===== config.mk =====
export PLATFORM = sky130hd
export DESIGN_NAME = toa_code_assembler_flat
export DESIGN_NICKNAME = d
export VERILOG_FILES = /design/src/rtl/toa_code_assembler_if.sv /design/src/rtl/toa_code_assembler.sv /design/src/flat_wrapper.sv
export SDC_FILE = /design/constraint.sdc
export NUM_CORES = 1
export LEC_CHECK = 0
export CORE_UTILIZATION = 32
export DETAILED_ROUTE_END_ITERATION = 7
export PLACE_DENSITY = 0.61
export SLEW_MARGIN = 30
export SYNTH_ARGS = -nofsm -noshare
export SYNTH_HDL_FRONTEND = slang
export SYNTH_SLANG_ARGS = --single-unit

===== constraint.sdc =====
create_clock -name clk -period 2.05 [get_ports clk]
set_clock_uncertainty 0.2 [all_clocks]
set_input_delay 0.615 -clock clk [delete_from_list [all_inputs] [get_ports clk]]
set_output_delay 0.615 -clock clk [all_outputs]
set_load 0.01 [all_outputs]

===== src/rtl/toa_code_assembler_if.sv =====
// Hit input and assembled-word output bundle for toa_code_assembler.
// master = hit source / word consumer, slave = assembler.
interface toa_code_assembler_if;
    logic       hit_valid;
    logic [6:0] fine_code;
    logic [1:0] bubble_err;
    logic [2:0] coarse_cnt;
    logic       out_ready;
    logic       out_valid;
    logic [9:0] toa_code;
    logic [1:0] out_flags;
    logic [7:0] drop_cnt;
    logic [7:0] err_cnt;

    modport master (
        output hit_valid,
        output fine_code,
        output bubble_err,
        output coarse_cnt,
        output out_ready,
        input  out_valid,
        input  toa_code,
        input  out_flags,
        input  drop_cnt,
        input  err_cnt
    );

    modport slave (
        input  hit_valid,
        input  fine_code,
        input  bubble_err,
        input  coarse_cnt,
        input  out_ready,
        output out_valid,
        output toa_code,
        output out_flags,
        output drop_cnt,
        output err_cnt
    );
endinterface


===== src/rtl/toa_code_assembler.sv =====
// Registers a fine/coarse hit, assembles coarse*126+fine into a 10-bit TOA code and
// buffers it in a small FIFO. Define TOA_ERR_COUNT_EN to enable the flagged-word counter.
module toa_code_assembler #(
    parameter int unsigned FIFO_DEPTH = 2
) (
    input logic                 clk,
    input logic                 reset,
    toa_code_assembler_if.slave bus
);

    localparam int unsigned PtrW = $clog2(FIFO_DEPTH);
    localparam int unsigned CntW = $clog2(FIFO_DEPTH + 1);

    typedef logic [PtrW-1:0] ptr_t;
    typedef logic [CntW-1:0] cnt_t;

    typedef struct packed {
        logic [1:0] flags;
        logic [9:0] code;
    } word_t;

    // Stage 1: input capture
    logic       s1_valid_q;
    logic [6:0] s1_fine_q;
    logic [1:0] s1_bubble_q;
    logic [2:0] s1_coarse_q;

    always_ff @(posedge clk or posedge reset) begin
        if (reset) begin
            s1_valid_q  <= 1'b0;
            s1_fine_q   <= '0;
            s1_bubble_q <= '0;
            s1_coarse_q <= '0;
        end else begin
            s1_valid_q <= bus.hit_valid;
            if (bus.hit_valid) begin
                s1_fine_q   <= bus.fine_code;
                s1_bubble_q <= bus.bubble_err;
                s1_coarse_q <= bus.coarse_cnt;
            end
        end
    end

    // Stage 2: assembly, written straight into the FIFO
    logic       fine_oor;
    logic [6:0] fine_clamped;
    logic [9:0] coarse_x126;
    word_t      asm_word;

    always_comb begin
        fine_oor       = (s1_fine_q >= 7'd126);
        fine_clamped   = fine_oor ? 7'd125 : s1_fine_q;
        // coarse*126 = coarse*128 - coarse*2
        coarse_x126    = {s1_coarse_q, 7'b0} - {6'b0, s1_coarse_q, 1'b0};
        asm_word.code  = coarse_x126 + {3'b0, fine_clamped};
        asm_word.flags = {fine_oor, |s1_bubble_q};
    end

    // Output FIFO
    word_t mem_q [FIFO_DEPTH];
    ptr_t  wr_ptr_q, wr_ptr_d;
    ptr_t  rd_ptr_q, rd_ptr_d;
    cnt_t  count_q, count_d;
    logic  full;
    logic  fifo_valid;
    logic  push_req;
    logic  push;
    logic  pop;
    logic  drop;

    function automatic ptr_t ptr_inc(input ptr_t p);
        return (p == PtrW'(FIFO_DEPTH - 1)) ? '0 : p + 1'b1;
    endfunction

    always_comb begin
        fifo_valid = (count_q != '0);
        full       = (count_q == CntW'(FIFO_DEPTH));
        push_req   = s1_valid_q;
        pop        = fifo_valid && bus.out_ready;
        // A full FIFO that is popping this cycle still has room
        push       = push_req && (!full || pop);
        drop       = push_req && full && !pop;

        wr_ptr_d = push ? ptr_inc(wr_ptr_q) : wr_ptr_q;
        rd_ptr_d = pop  ? ptr_inc(rd_ptr_q) : rd_ptr_q;

        count_d = count_q;
        unique case ({push, pop})
            2'b10:   count_d = count_q + 1'b1;
            2'b01:   count_d = count_q - 1'b1;
            default: count_d = count_q;
        endcase
    end

    always_ff @(posedge clk or posedge reset) begin
        if (reset) begin
            wr_ptr_q <= '0;
            rd_ptr_q <= '0;
            count_q  <= '0;
        end else begin
            wr_ptr_q <= wr_ptr_d;
            rd_ptr_q <= rd_ptr_d;
            count_q  <= count_d;
        end
    end

    always_ff @(posedge clk or posedge reset) begin
        if (reset) begin
            for (int i = 0; i < FIFO_DEPTH; i++) begin
                mem_q[i] <= '0;
            end
        end else if (push) begin
            mem_q[wr_ptr_q] <= asm_word;
        end
    end

    // Drop counter
    logic [7:0] drop_cnt_q;

    always_ff @(posedge clk or posedge reset) begin
        if (reset) begin
            drop_cnt_q <= '0;
        end else if (drop && (drop_cnt_q != 8'hFF)) begin
            drop_cnt_q <= drop_cnt_q + 8'd1;
        end
    end

`ifdef TOA_ERR_COUNT_EN
    logic [7:0] err_cnt_q;

    always_ff @(posedge clk or posedge reset) begin
        if (reset) begin
            err_cnt_q <= '0;
        end else if (push && (asm_word.flags != 2'b00) && (err_cnt_q != 8'hFF)) begin
            err_cnt_q <= err_cnt_q + 8'd1;
        end
    end

    assign bus.err_cnt = err_cnt_q;
`else
    assign bus.err_cnt = '0;
`endif

    // Outputs: gated so an empty or reset FIFO presents all-zero
    word_t head;

    always_comb begin
        head          = mem_q[rd_ptr_q];
        bus.out_valid = fifo_valid;
        bus.toa_code  = fifo_valid ? head.code  : '0;
        bus.out_flags = fifo_valid ? head.flags : '0;
        bus.drop_cnt  = drop_cnt_q;
    end

endmodule


===== src/flat_wrapper.sv =====
// flat-port wrapper written by rule: the top's interface ports become plain ports
module toa_code_assembler_flat 
#(
    parameter int unsigned FIFO_DEPTH = 2
)
  (clk, reset, bus_hit_valid, bus_fine_code, bus_bubble_err, bus_coarse_cnt, bus_out_ready, bus_out_valid, bus_toa_code, bus_out_flags, bus_drop_cnt, bus_err_cnt);
  toa_code_assembler_if bus_i ();
  input logic clk;
  input logic reset;
  input wire logic [$bits(bus_i.hit_valid)-1:0] bus_hit_valid;
  input wire logic [$bits(bus_i.fine_code)-1:0] bus_fine_code;
  input wire logic [$bits(bus_i.bubble_err)-1:0] bus_bubble_err;
  input wire logic [$bits(bus_i.coarse_cnt)-1:0] bus_coarse_cnt;
  input wire logic [$bits(bus_i.out_ready)-1:0] bus_out_ready;
  output wire logic [$bits(bus_i.out_valid)-1:0] bus_out_valid;
  output wire logic [$bits(bus_i.toa_code)-1:0] bus_toa_code;
  output wire logic [$bits(bus_i.out_flags)-1:0] bus_out_flags;
  output wire logic [$bits(bus_i.drop_cnt)-1:0] bus_drop_cnt;
  output wire logic [$bits(bus_i.err_cnt)-1:0] bus_err_cnt;
  assign bus_i.hit_valid = bus_hit_valid;
  assign bus_i.fine_code = bus_fine_code;
  assign bus_i.bubble_err = bus_bubble_err;
  assign bus_i.coarse_cnt = bus_coarse_cnt;
  assign bus_i.out_ready = bus_out_ready;
  assign bus_out_valid = bus_i.out_valid;
  assign bus_toa_code = bus_i.toa_code;
  assign bus_out_flags = bus_i.out_flags;
  assign bus_drop_cnt = bus_i.drop_cnt;
  assign bus_err_cnt = bus_i.err_cnt;
  toa_code_assembler #(.FIFO_DEPTH(FIFO_DEPTH)) u_core (.clk(clk), .reset(reset), .bus(bus_i));
endmodule

==> reports/qor.csv <==
stage;metric;value;unit
floorplan;rows;31;
timing;fin_ws;-0.0502;ns
floorplan;die_height;89.3;um
synthesis;synth_warnings;0;
placed_design;place_ws;-0.342;ns
worst_setup_path;crit_required;1.23;ns
routing;dr.first_iter.drc_count;57;
timing;finalSetupViolations;12;
routing;wl;5120;um
routing;wl_per_cell;12.2;um
floorplan;die_area;7980;um^2
worst_setup_path;crit_start;u_core.rd_ptr_q$_DFFE_PP0P_;
layout;regArea;1230;um^2
pwr;power_density;1170;nW/um^2
synthesis;syn_avg_cell_area;10.2;um^2
floorplan;core_area;7330;um^2
timing;hold_violations;0;
global_route;grt_overflow_total;0;
worst_setup_path;crit_fanout;5;
cts;cts_max_level;2;
cts;cts.sinks;49;
placed_design;dp_hpwl;3660;um
pwr;vdd_drop_max;463;uV
worst_setup_path;worst-setup-path-type;reg -> out;
cts;worst_skew_pair.late_latency;0.31;ns
worst_setup_path;arrival;1.29;ns
layout;nFillCells;682;
worst_setup_path;start_kind;flip-flop;
worst_setup_path;reg2regPathDepth;8;
synthesis;ys_seq_elements;49;
cts;clockBufferDepth;2;
routing;dr.pass1.iters;4;
placed_design;place_congestion;0.782;
layout;finalInstanceArea;3410;um^2
cts;clkSlewWorstSetupHoldPaths;0.09;ns
routing;ant_nets;0;
outcome;violations;setup timing;
synthesis;syn_area;2440;um^2
pwr;p_comb_share;48.0;%
worst_setup_path;r2r-start;u_core.s1_fine_q[5]$_DFFE_PP0P_;
floorplan;start_util;33.3;%
pwr;p_int;2.56;mW
global_route;grt_pass1_wl;8760;um
layout;nets;343;
pwr;netSwitchingFraction;35.9;%
synthesis;synth_top_area_cell;dfrtp_1;
layout;fin_cells;421;
routing;vias;1861;
worst_setup_path;reg2reg_to;u_core.mem_q[9]$_DFFE_PP0P_;
routing;vias_per_cell;4.42;
outcome;status;finished, violations left;
synthesis;seq_area_frac_synth;50.2;%
layout;area.growth.synth_to_final;39.6;%
placed_design;dpl_cell_area;3150;um^2
timing;period_share;102;%
cts;tritoncts;built;
synthesis;syn_inst;240;
worst_setup_path;end_kind;primary output;
layout;multi_input_area;1180;um^2
floorplan;die_w;89.3;um
worst_setup_path;max_stage_delay;0.42;ns
cts;numCtsBuffers;5;
global_route;grt_max_degree;50;
pwr;leakagePower;1.66;nW
timing;fmax;0.476;GHz
synthesis;yosysTopAreaCellShare;50.2;%
cts;clockRootBuffer;clkbuf_8;
pwr;total_power;4.00;mW
flow_run;drv_cap;0;
global_route;grt_pass1_vias;1827;
timing;rsz0062_at_grt;yes;
placed_design;dp.cells;397;
pwr;p_seq_share;36.8;%
floorplan;io_pins;45;
worst_setup_path;cp-endpoint;bus_toa_code[6];
synthesis;yosysUniqueCellTypes;34;
worst_setup_path;cp_slowest_cell;dfrtp_2;
pwr;switchingPower;1.43;mW
layout;drive_gt1_share;32.6;%
worst_setup_path;crit_chain;buf_6 > mux2i_1 > nor2_1 > buf_2;
timing;finalCriticalPeriod;2.10;ns
synthesis;netlist_top_cells_area;dfrtp_1 50%, nand2_1 6.0%, o21ai_0 5.1%;
global_route;grt_usage;14.6;%
pwr;clkPwrFrac;15.1;%
worst_setup_path;rrSetupSlack;0.08;ns
routing;remaining_drc_errors;0;
worst_hold_path;hold_path_class;reg -> reg;
global_route;antenna_found_initial;0;
placed_design;io_buffers;36;
layout;n_antenna_cell;0;
timing;slew_viol_final;0;
==> state kept, by name (all words and copies together) (netlist names) <==
name                 cells
u_core.bus.drop_cnt      8
u_core.count_q           2
u_core.mem_q            24
u_core.push_req          1
u_core.rd_ptr_q          1
u_core.s1_bubble_q       2
u_core.s1_coarse_q       3
u_core.s1_fine_q         7
u_core.wr_ptr_q          1
==> synthesized netlist by cell type, drive strengths merged <==
| library cell | number |
|---|---|
| o21ai | 25 |
| a21oi | 1 |
| and3 | 2 |
| and4bb | 1 |
| conb | 1 |
| nor3b | 1 |
| clkbuf | 5 |
| and3b | 1 |
| dfrtp | 49 |
| o21a | 2 |
| or3b | 1 |
| buf | 13 |
| a211oi | 1 |
| mux2i | 12 |
| a31oi | 5 |
| mux2 | 13 |
| and4 | 1 |
| nor3 | 2 |
| xnor2 | 9 |
| nand2 | 39 |
| inv | 7 |
| nor2 | 22 |
| nand3b | 1 |
| nor2b | 2 |
| nand3 | 5 |
| xor2 | 5 |
| o211ai | 3 |
| ha | 6 |
| nand4 | 5 |
==> power by group through the flow <==
stage	Sequential, mW	Clock (mW)	Combinational, mW
after global placement	1.48	0	1.79
after detailed placement	1.50	0	1.82
after global routing	1.52	0.668	2.15
after floorplan	1.48	0	0.988
after CTS	1.47	0.630	1.90
final	1.47	0.604	1.92
==> area by class of cell <==
class                           instances  area share [%]
Sequential cell                        49            36.1
Inverter                                7           0.771
Multi-Input combinational cell        173            34.5
Clock buffer                            5            2.02
Tap cell                               99            3.63
Clock inverter                          3           0.771
Timing Repair Buffer                   85            22.2
==> metal layers <==
layer / vias up / track usage (%) / wire, um
li1: 959 / - / -
met1: 859 / 19.9 / 2530
met2: 36 / 23.4 / 2350
met3: 7 / 2.49 / 158
met4: 0 / 5.63 / 89
met5: - / 0 / 0
==> critical path: cells and delay by family, from the launching register on <==
family	cells	cell delay (ns)
and+or+nand+nor	1	0.06
buffers and inverters	2	0.29
DFF	1	0.42
muxes	1	0.20
==> logic make-up after synthesis <==
family	after synthesis	synth area share (%)
simple gates	83	16.4
flops	49	50.2
compound gates	37	8.66
mux	25	11.2
buf+inv	25	5.28
xor+xnor	14	5.02
fa+ha+maj	6	3.08
other cells	1	0.154
==> stage by stage <==
step / setup TNS, ns / hold slack, ns / utilization [%]
after detailed placement: -7.84 / 0.270 / 42.9
after global placement: -6.85 / 0.257 / 42.9
final: -0.348 / 0.288 / 46.5
after global routing: -1.69 / 0.325 / 46.5
after CTS: -0.914 / 0.294 / 45.5
after floorplan: 0 / 0.245 / -
==> timing repair <==
| item | in CTS | in global routing |
|---|---|---|
| setup buffers | 14 | 1 |
| hold endpoints to repair | 0 | 0 |
| gates resized for setup | 75 | 21 |
| hold buffers | 0 | 0 |
| endpoints found under the setup margin | 29 | 28 |
| pin swaps | 8 | 14 |
| gates cloned | 1 | 0 |
==> how the worst min path moves through the flow <==
stage	from	endpoint	slack [ns]	cells after the start
2_1_floorplan	u_core.mem_q[23]$_DFFE_PP0P_	u_core.mem_q[23]$_DFFE_PP0P_	0.25	2
3_3_place_gp	u_core.mem_q[23]$_DFFE_PP0P_	u_core.mem_q[23]$_DFFE_PP0P_	0.26	2
3_5_place_dp	u_core.mem_q[8]$_DFFE_PP0P_	u_core.mem_q[8]$_DFFE_PP0P_	0.27	2
4_1_cts	u_core.mem_q[8]$_DFFE_PP0P_	u_core.mem_q[8]$_DFFE_PP0P_	0.29	2
5_1_grt	u_core.mem_q[8]$_DFFE_PP0P_	u_core.mem_q[8]$_DFFE_PP0P_	0.32	2
6_report	u_core.mem_q[22]$_DFFE_PP0P_	u_core.mem_q[22]$_DFFE_PP0P_	0.29	2
==> cell usage in the layout, fill, tap and decap left out, drive strengths merged <==
cell type      count
a211oi             1
a21oi              1
a31oi              5
and3               2
and3b              1
and4               1
and4bb             1
buf               62
clkbuf             5
clkdlybuf4s50     14
clkinvlp           2
conb               8
dfrtp             49
dlygate4sd2        5
dlymetal6s2s       4
ha                 6
inv                8
mux2              13
mux2i             12
nand2             39
nand3              5
nand3b             1
nand4              5
nor2              22
nor2b              2
nor3               2
nor3b              1
o211ai             3
o21a               2
o21ai             25
or3b               1
xnor2              9
xor2               5
Note: power is estimated with default switching activity, not from simulation.
